### config.mk
export PLATFORM = sky130hd
export DESIGN_NAME = rr_priority_arbiter
export DESIGN_NICKNAME = d
export VERILOG_FILES = /design/src/rtl/rr_priority_arbiter.sv
export SDC_FILE = /design/constraint.sdc
export NUM_CORES = 1
export LEC_CHECK = 0
export CAP_MARGIN = 15
export CELL_PAD_IN_SITES_DETAIL_PLACEMENT = 0
export CELL_PAD_IN_SITES_GLOBAL_PLACEMENT = 2
export CORE_ASPECT_RATIO = 1.4
export CORE_MARGIN = 2
export CORE_UTILIZATION = 38
export CTS_CLUSTER_DIAMETER = 80
export DETAILED_ROUTE_END_ITERATION = 6
export PLACE_DENSITY_LB_ADDON = 0.25
export SLEW_MARGIN = 25
export SYNTH_ARGS = -nofsm -noshare
export SYNTH_HDL_FRONTEND = slang
export SYNTH_SLANG_ARGS = --single-unit
### constraint.sdc
create_clock -name clk -period 4.6 [get_ports clk]
set_input_delay 0.92 -clock clk [delete_from_list [all_inputs] [get_ports clk]]
set_output_delay 0.92 -clock clk [all_outputs]
set_load 0.02 [all_outputs]
### src/rtl/rr_priority_arbiter.sv
// rr_priority_arbiter: eight-requester round-robin arbiter, MSB-first search from a rotating pointer,
// with each ownership capped at MAX_HOLD consecutive cycles.
module rr_priority_arbiter #(
    parameter int MAX_HOLD = 4
) (
    input  logic       clk,
    input  logic       rst_n,
    input  logic       en,
    input  logic [7:0] req,
    output logic [7:0] grant,
    output logic [2:0] gnt_idx,
    output logic       gnt_valid,
    output logic       preempt,
    output logic [2:0] ptr
);
    typedef enum logic {IDLE, OWNED} state_t;
    localparam logic [7:0] HOLD_LAST = 8'(MAX_HOLD - 1);
    state_t     state, state_nx;
    logic [2:0] owner, owner_nx, ptr_nx, rel_ptr, idx_nx;
    logic [7:0] hold_cnt, hold_nx, grant_nx;
    logic [3:0] win_idle, win_rel;
    logic       preempt_nx, valid_nx;
    // Returns {found, index}; scanning from the far end lets the pointer position win last.
    function automatic logic [3:0] search(input logic [2:0] p, input logic [7:0] r);
        logic [3:0] w;
        logic [2:0] k;
        w = '0;
        for (int i = 7; i >= 0; i--) begin
            k = p - 3'(i);
            if (r[k]) w = {1'b1, k};
        end
        return w;
    endfunction
    always_ff @(posedge clk or negedge rst_n) begin
        if (!rst_n) begin
            state     <= IDLE;
            owner     <= '0;
            hold_cnt  <= '0;
            ptr       <= 3'd7;
            grant     <= '0;
            gnt_idx   <= '0;
            gnt_valid <= 1'b0;
            preempt   <= 1'b0;
        end else begin
            state     <= state_nx;
            owner     <= owner_nx;
            hold_cnt  <= hold_nx;
            ptr       <= ptr_nx;
            grant     <= grant_nx;
            gnt_idx   <= idx_nx;
            gnt_valid <= valid_nx;
            preempt   <= preempt_nx;
        end
    end
    always_comb begin
        state_nx   = state;
        owner_nx   = owner;
        hold_nx    = hold_cnt;
        ptr_nx     = ptr;
        preempt_nx = 1'b0;
        rel_ptr    = owner - 3'd1;
        win_idle   = search(ptr, req);
        win_rel    = search(rel_ptr, req);
        if (!en) begin
            state_nx = IDLE;
            hold_nx  = '0;
        end else if (state == IDLE) begin
            if (win_idle[3]) begin
                state_nx = OWNED;
                owner_nx = win_idle[2:0];
                hold_nx  = '0;
            end
        end else if (req[owner] && hold_cnt < HOLD_LAST) begin
            hold_nx = hold_cnt + 8'd1;
        end else begin
            // Release or hold-limit expiry: owner drops to lowest priority and re-search happens now.
            ptr_nx     = rel_ptr;
            preempt_nx = req[owner];
            hold_nx    = '0;
            state_nx   = win_rel[3] ? OWNED : IDLE;
            owner_nx   = win_rel[3] ? win_rel[2:0] : owner;
        end
    end
    always_comb begin
        valid_nx = state_nx == OWNED;
        idx_nx   = valid_nx ? owner_nx : 3'd0;
        grant_nx = valid_nx ? 8'd1 << owner_nx : 8'd0;
    end
endmodule

# ---- Word-level counts from Yosys, hierarchy flattened
# Index checks and enable logic that the tools add are counted.
dict set report word_totals {
  reg_bits 27
  inputBits 11
  out_inout_bits 16
  word_cells 115
}
dict set report op_classes {
  add_sub_neg 16
  n_lt_le_gt_ge 18
  n_eq_ne 1
  shifts 1
  n_mux 69
  n_bitwise 1
  n_reduce_logical 2
}
# operator count
set ops {}
lappend ops {{$lt 3x4->1 const B} 17}
lappend ops {{$mux 4} 16}
lappend ops {{$bmux 1 s3} 17}
lappend ops {{$mux 8} 5}
lappend ops {{$mux 1} 25}
lappend ops {{$sub 3x3->3 const B} 8}
lappend ops {{$mux 3} 6}
lappend ops {{$sub 3x2->3 const B} 4}
lappend ops {{$sub 3x1->3 const B} 3}
lappend ops {{$add 8x1->8 const B} 1}
lappend ops {{$lt 8x2->1 const B} 1}
lappend ops {{$shl 1x3->8 const A} 1}
lappend ops {{$ne 3x1->1 const B} 1}
lappend ops {{$reduce_and 3->1} 1}
lappend ops {{$logic_and 1x1->1} 1}
lappend ops {{$not 1->1} 1}

# ---- Longest topological paths before layout
dict set report logic_depth {
  depth_word 18
  mapped_depth 15
  ltp_nobuf 10
}

# ---- Least setup slack after synthesis
# Ideal clock, no wire load.
dict set report synth_path {
  path_kind {reg2reg}
  from {register ptr[1]}
  to {register grant[0]}
  setup_time_ps 101
  t_arrival_ps 4104
  required_time_ps 4499
  setup_slack_ps 394
  path_stages_with_launch 13
  path_buffers 3
  period_less_slack_ps 4206
  path_cell_list {dfstp_2 buf_2 clkbuf_1 inv_1 ha_1 clkbuf_1 mux4_2 or4_4 o41ai_4 a2111oi_0 a221oi_4 inv_2 nor4_1}
}
dict set report synth_between {
  elab_chain_cells 16
  word_cells_on_any_way 39
  cone_classes {7 x add/sub; 1 x shift; 31 x mux}
}
# item line
set synth_rtl {}
lappend synth_rtl {{start: declaration} 14} ;# output logic [2:0] ptr
lappend synth_rtl {{start signal: assignment} 48} ;# ptr <= ptr_nx;
lappend synth_rtl {{$sub 3x3->3} 29} ;# k = p - 3'(i);
lappend synth_rtl {{$bmux 1 s3} 30} ;# if (r[k]) w = {1'b1, k};
lappend synth_rtl {{$mux 1 (implied by the code)} 30}
lappend synth_rtl {{$mux 4 (7 in series)} 30}
lappend synth_rtl {{$mux 4 *} 30}
lappend synth_rtl {{$mux 3 *} 68} ;# if (win_idle[3]) begin
lappend synth_rtl {{$mux 3 *} 67} ;# end else if (state == IDLE) begin
lappend synth_rtl {{$mux 3 *} 64} ;# if (!en) begin
lappend synth_rtl {{named net owner_nx[0]} 19} ;# logic [2:0] owner, owner_nx, ptr_nx, rel_ptr, idx_nx;
lappend synth_rtl {{$shl 1x3->8 *} 87} ;# grant_nx = valid_nx ? 8'd1 << owner_nx : 8'd0;
lappend synth_rtl {{$mux 8 *} 87}
lappend synth_rtl {{named net grant_nx[0]} 20} ;# logic [7:0] hold_cnt, hold_nx, grant_nx;
lappend synth_rtl {{end signal: assignment} 49} ;# grant <= grant_nx;
lappend synth_rtl {{end: declaration} 10} ;# output logic [7:0] grant,
# The timed path passes the listed nets; every way through them passes the cells marked *. The select of a mux whose other input is x is not followed.
# A chain may end at the register's enable or synchronous reset.

# ---- Worst setup path in the final report
dict set report layout_path {
  from {input port req[1]}
  to {register grant[1]}
}
dict set report layout_between {
  elab_chain_cells 16
  word_cells_on_any_way 63
  cone_classes {1 x shift; 61 x mux; 1 x reduce/logical}
}
# item line
set layout_rtl {}
lappend layout_rtl {{start: declaration} 9} ;# input logic [7:0] req,
lappend layout_rtl {{$bmux 1 s3} 30}
lappend layout_rtl {{$mux 1 (implied by the code)} 30}
lappend layout_rtl {{$mux 4 (8 in series)} 30}
lappend layout_rtl {{$mux 3} 81} ;# owner_nx = win_rel[3] ? win_rel[2:0] : owner;
lappend layout_rtl {{$mux 3} 73} ;# end else if (req[owner] && hold_cnt < HOLD_LAST) begin
lappend layout_rtl {{$mux 3 *} 67}
lappend layout_rtl {{$mux 3 *} 64}
lappend layout_rtl {{named net owner_nx[1]} 19}
lappend layout_rtl {{$shl 1x3->8 *} 87}
lappend layout_rtl {{$mux 8 *} 87}
lappend layout_rtl {{named net grant_nx[1]} 20}
# Marks and branches as above.

==> impl_metrics.yaml <==
run_status:
  outcome: "completed"
synth:
  syn-instance-count: 297
  ys_seq_elements: 27
  async_flop_share_pct: 100
  synth-edff-count: 0
  ys_warn_count: 0
  synth_area_leader_cell: "dfrtp_1"
  synthesis.nets: 313
  synthFlopType: "dfrtp_1"
  synth.top_cell.area_share_pct: 20.3
  syn_area_per_cell_um2: 9.98
  synthDistinctLibCells: 61
  yosysSeqAreaShare_pct: 22.9
  synth_area_leaders: "dfrtp_1 (20%), mux4_2 (17%), mux2i_1 (8.1%)"
  synth_area_um2: 2960
floorplanning:
  core_area_um2: 7650
  ioPinCount: 27
  die_area_um2: 8530
  die_h_um: 109
  initial_core_util_pct: 38.7
  rows: 38
  die_w_um: 78.6
global_route:
  grt_pass1_wl_um: 13600
  first_global_vias: 2569
  grt_max_degree: 28
  overflow: 0
  grt_use_total_pct: 19.9
  antenna_found_initial: 0
clocking:
  clk_path_buf_depth: 2
  root_buffer: "clkbuf_8"
  clkSinkCount: 27
  h-tree-depth: 1
  cts_tree: "built"
  cts_resized: 0
  clk_pin_slew_ns: 0.09
  cts_setup_buffers: 0
  cts.hold.buffers_added: 0
  clk-insertion-delay-late_ns: 0.27
  cts_buffers: 3
power_and_ir_drop:
  powerDensity_nw_per_um2: 882
  p_leak_nw: 1.36
  ir_worst_vdd_mv: 0.724
  finalPower_mw: 3.02
run:
  drv_cap: 0
routing:
  drc: 0
  dr.pass1.iters: 4
  wl_um: 8060
  vias: 2628
  wl_per_cell_um: 19.2
  post_drt_via_cell_ratio: 6.27
  drtIter0Drc: 168
  postRouteAntennaNets: 0
hold_path:
  hold_start: "hold_cnt[7]"
  min_path_cells: 1
  min_path_type: "reg -> reg"
  min_to: "hold_cnt[7]"
layout:
  fin_area_um2: 3420
  nNetsFinal: 336
  n_fill_cell: 758
  drive_gt1_share_pct: 21.6
  multi_input_area_um2: 2110
  seq_area_um2: 679
  area_growth_pct: 15.5
  diodes: 0
placement:
  dpl-instance-area_um2: 3380
  numPortBuffers: 26
  place.gp.congestion: 0.849
  dp.final_hpwl_um: 6140
setup_path:
  crit_type: "in -> reg"
  crit_arrival_ns: 4.16
  r2r_start: "ptr[1]"
  r2r_slack_ns: 0.73
  critPathRequiredTime_ns: 4.76
  worst-path-max-fanout: 10
  end_kind: "flop"
  start_kind: "input port"
  reg2reg_to: "grant[1]"
  r2r_cells: 10
sta:
  setup_tns_ns: 0
  drv_slew: 0
  fmaxAchievable_mhz: 250
  grt_setup_unrepaired: "no"
  fin_crit_ns: 4.00
  finalHoldViolations: 0
  setup_violations: 0
  relSlewSlack_pct: 54.6
  hold_ws_ns: 0.508
  skew_ns: 0.00567
  tightest_slew_ns: 0.681
  fin_crit_sh_pct: 87.0
state kept, by name, summed over array words and instances (netlist names):
name and flops:
state 1, preempt 1, gnt_idx 3, owner 3
ptr 3, hold_cnt 8, grant 8
layout by cell type, fill, tap and decap left out, types with 6 or more instances in the layout:
cell / netlist / layout
nand2_1: 17 / 17
a211oi_1: 8 / 8
mux2i_1: 24 / 24
inv_1: 9 / 9
nand3_1: 10 / 10
mux4_2: 23 / 23
a221oi_1: 6 / 6
o21ai_0: 11 / 11
nor3_1: 6 / 6
dfrtp_1: 24 / 24
nor2_1: 13 / 13
nor4_1: 12 / 12
a21oi_1: 6 / 6
buf_4: 1 / 17
clkdlybuf4s50_1: 0 / 26
mux2_2: 11 / 11
cell usage after synthesis (4+ instances only):
library cell / instances
xnor2_1: 4
nor2_1: 13
mux2_2: 11
ha_1: 5
o21ai_0: 11
a211oi_1: 8
nand2_1: 17
dfrtp_1: 24
a221oi_1: 6
and3_1: 5
inv_1: 9
buf_2: 8
a21oi_1: 6
nor2b_1: 4
nor3_1: 6
mux2i_1: 24
mux4_2: 23
nor4_1: 12
nand3_1: 10
inv_2: 5
clkbuf_1: 16
layer usage:
| metal | vias to the layer above | global-route usage, % | wire, um |
|---|---|---|---|
| li1 | 1230 | - | - |
| met1 | 1319 | 27.0 | 3500 |
| met2 | 63 | 34.4 | 4160 |
| met3 | 16 | 1.84 | 206 |
| met4 | 0 | 4.64 | 199 |
| met5 | - | 0 | 0 |
critical path, cell delays in order:
cell and delay [ns]:
clkdlybuf4s50_1 0.58, mux4_2 0.62, or4_4 0.60, a2111oi_4 0.26
a21oi_1 0.21, o2111a_1 0.31, a22oi_2 0.32, inv_2 0.11
nor4_1 0.23
stage by stage:
| stage | utilization, % | std cells | worst slack [ns] |
|---|---|---|---|
| 6_report | 44.7 | 419 | 0.597 |
| 5_1_grt | 44.7 | 419 | 0.393 |
| 2_1_floorplan | - | 297 | 0.394 |
| 3_3_place_gp | 44.1 | 415 | 0.325 |
| 3_5_place_dp | 44.1 | 415 | 0.356 |
| 4_1_cts | 44.7 | 419 | 0.640 |
layout make-up:
type | instances | area share (%)
multi-input combinational | 230 | 61.7
tap | 100 | 3.65
inverter | 14 | 1.53
clock inverter | 1 | 0.146
sequential | 27 | 19.8
clock buffer | 3 | 1.21
timing repair buffer | 44 | 11.9
where the power goes:
group	switching [mW]	internal, mW
registers	0.0765	0.310
logic	1.38	1.12
clock network	0.0722	0.0606
how the worst max path moves through the flow:
stage	slack [ns]	cells past startpoint	start	to
2_1_floorplan	0.39	12	ptr[1]	grant[0]
3_3_place_gp	0.32	10	req[2]	grant[1]
3_5_place_dp	0.36	9	req[1]	grant[3]
4_1_cts	0.64	9	req[1]	grant[3]
5_1_grt	0.39	9	req[1]	grant[3]
6_report	0.60	9	req[1]	grant[1]
cell families after synthesis:
kind of cell	count (synthesis)	synth area share, %
compound gates	78	21.7
mux	58	29.8
flops	27	22.9
buf+inv	40	5.78
xor+xnor	8	3.29
fa+ha+maj	5	2.11
simple gates	81	14.4
Power figures use the tool's default switching activity.
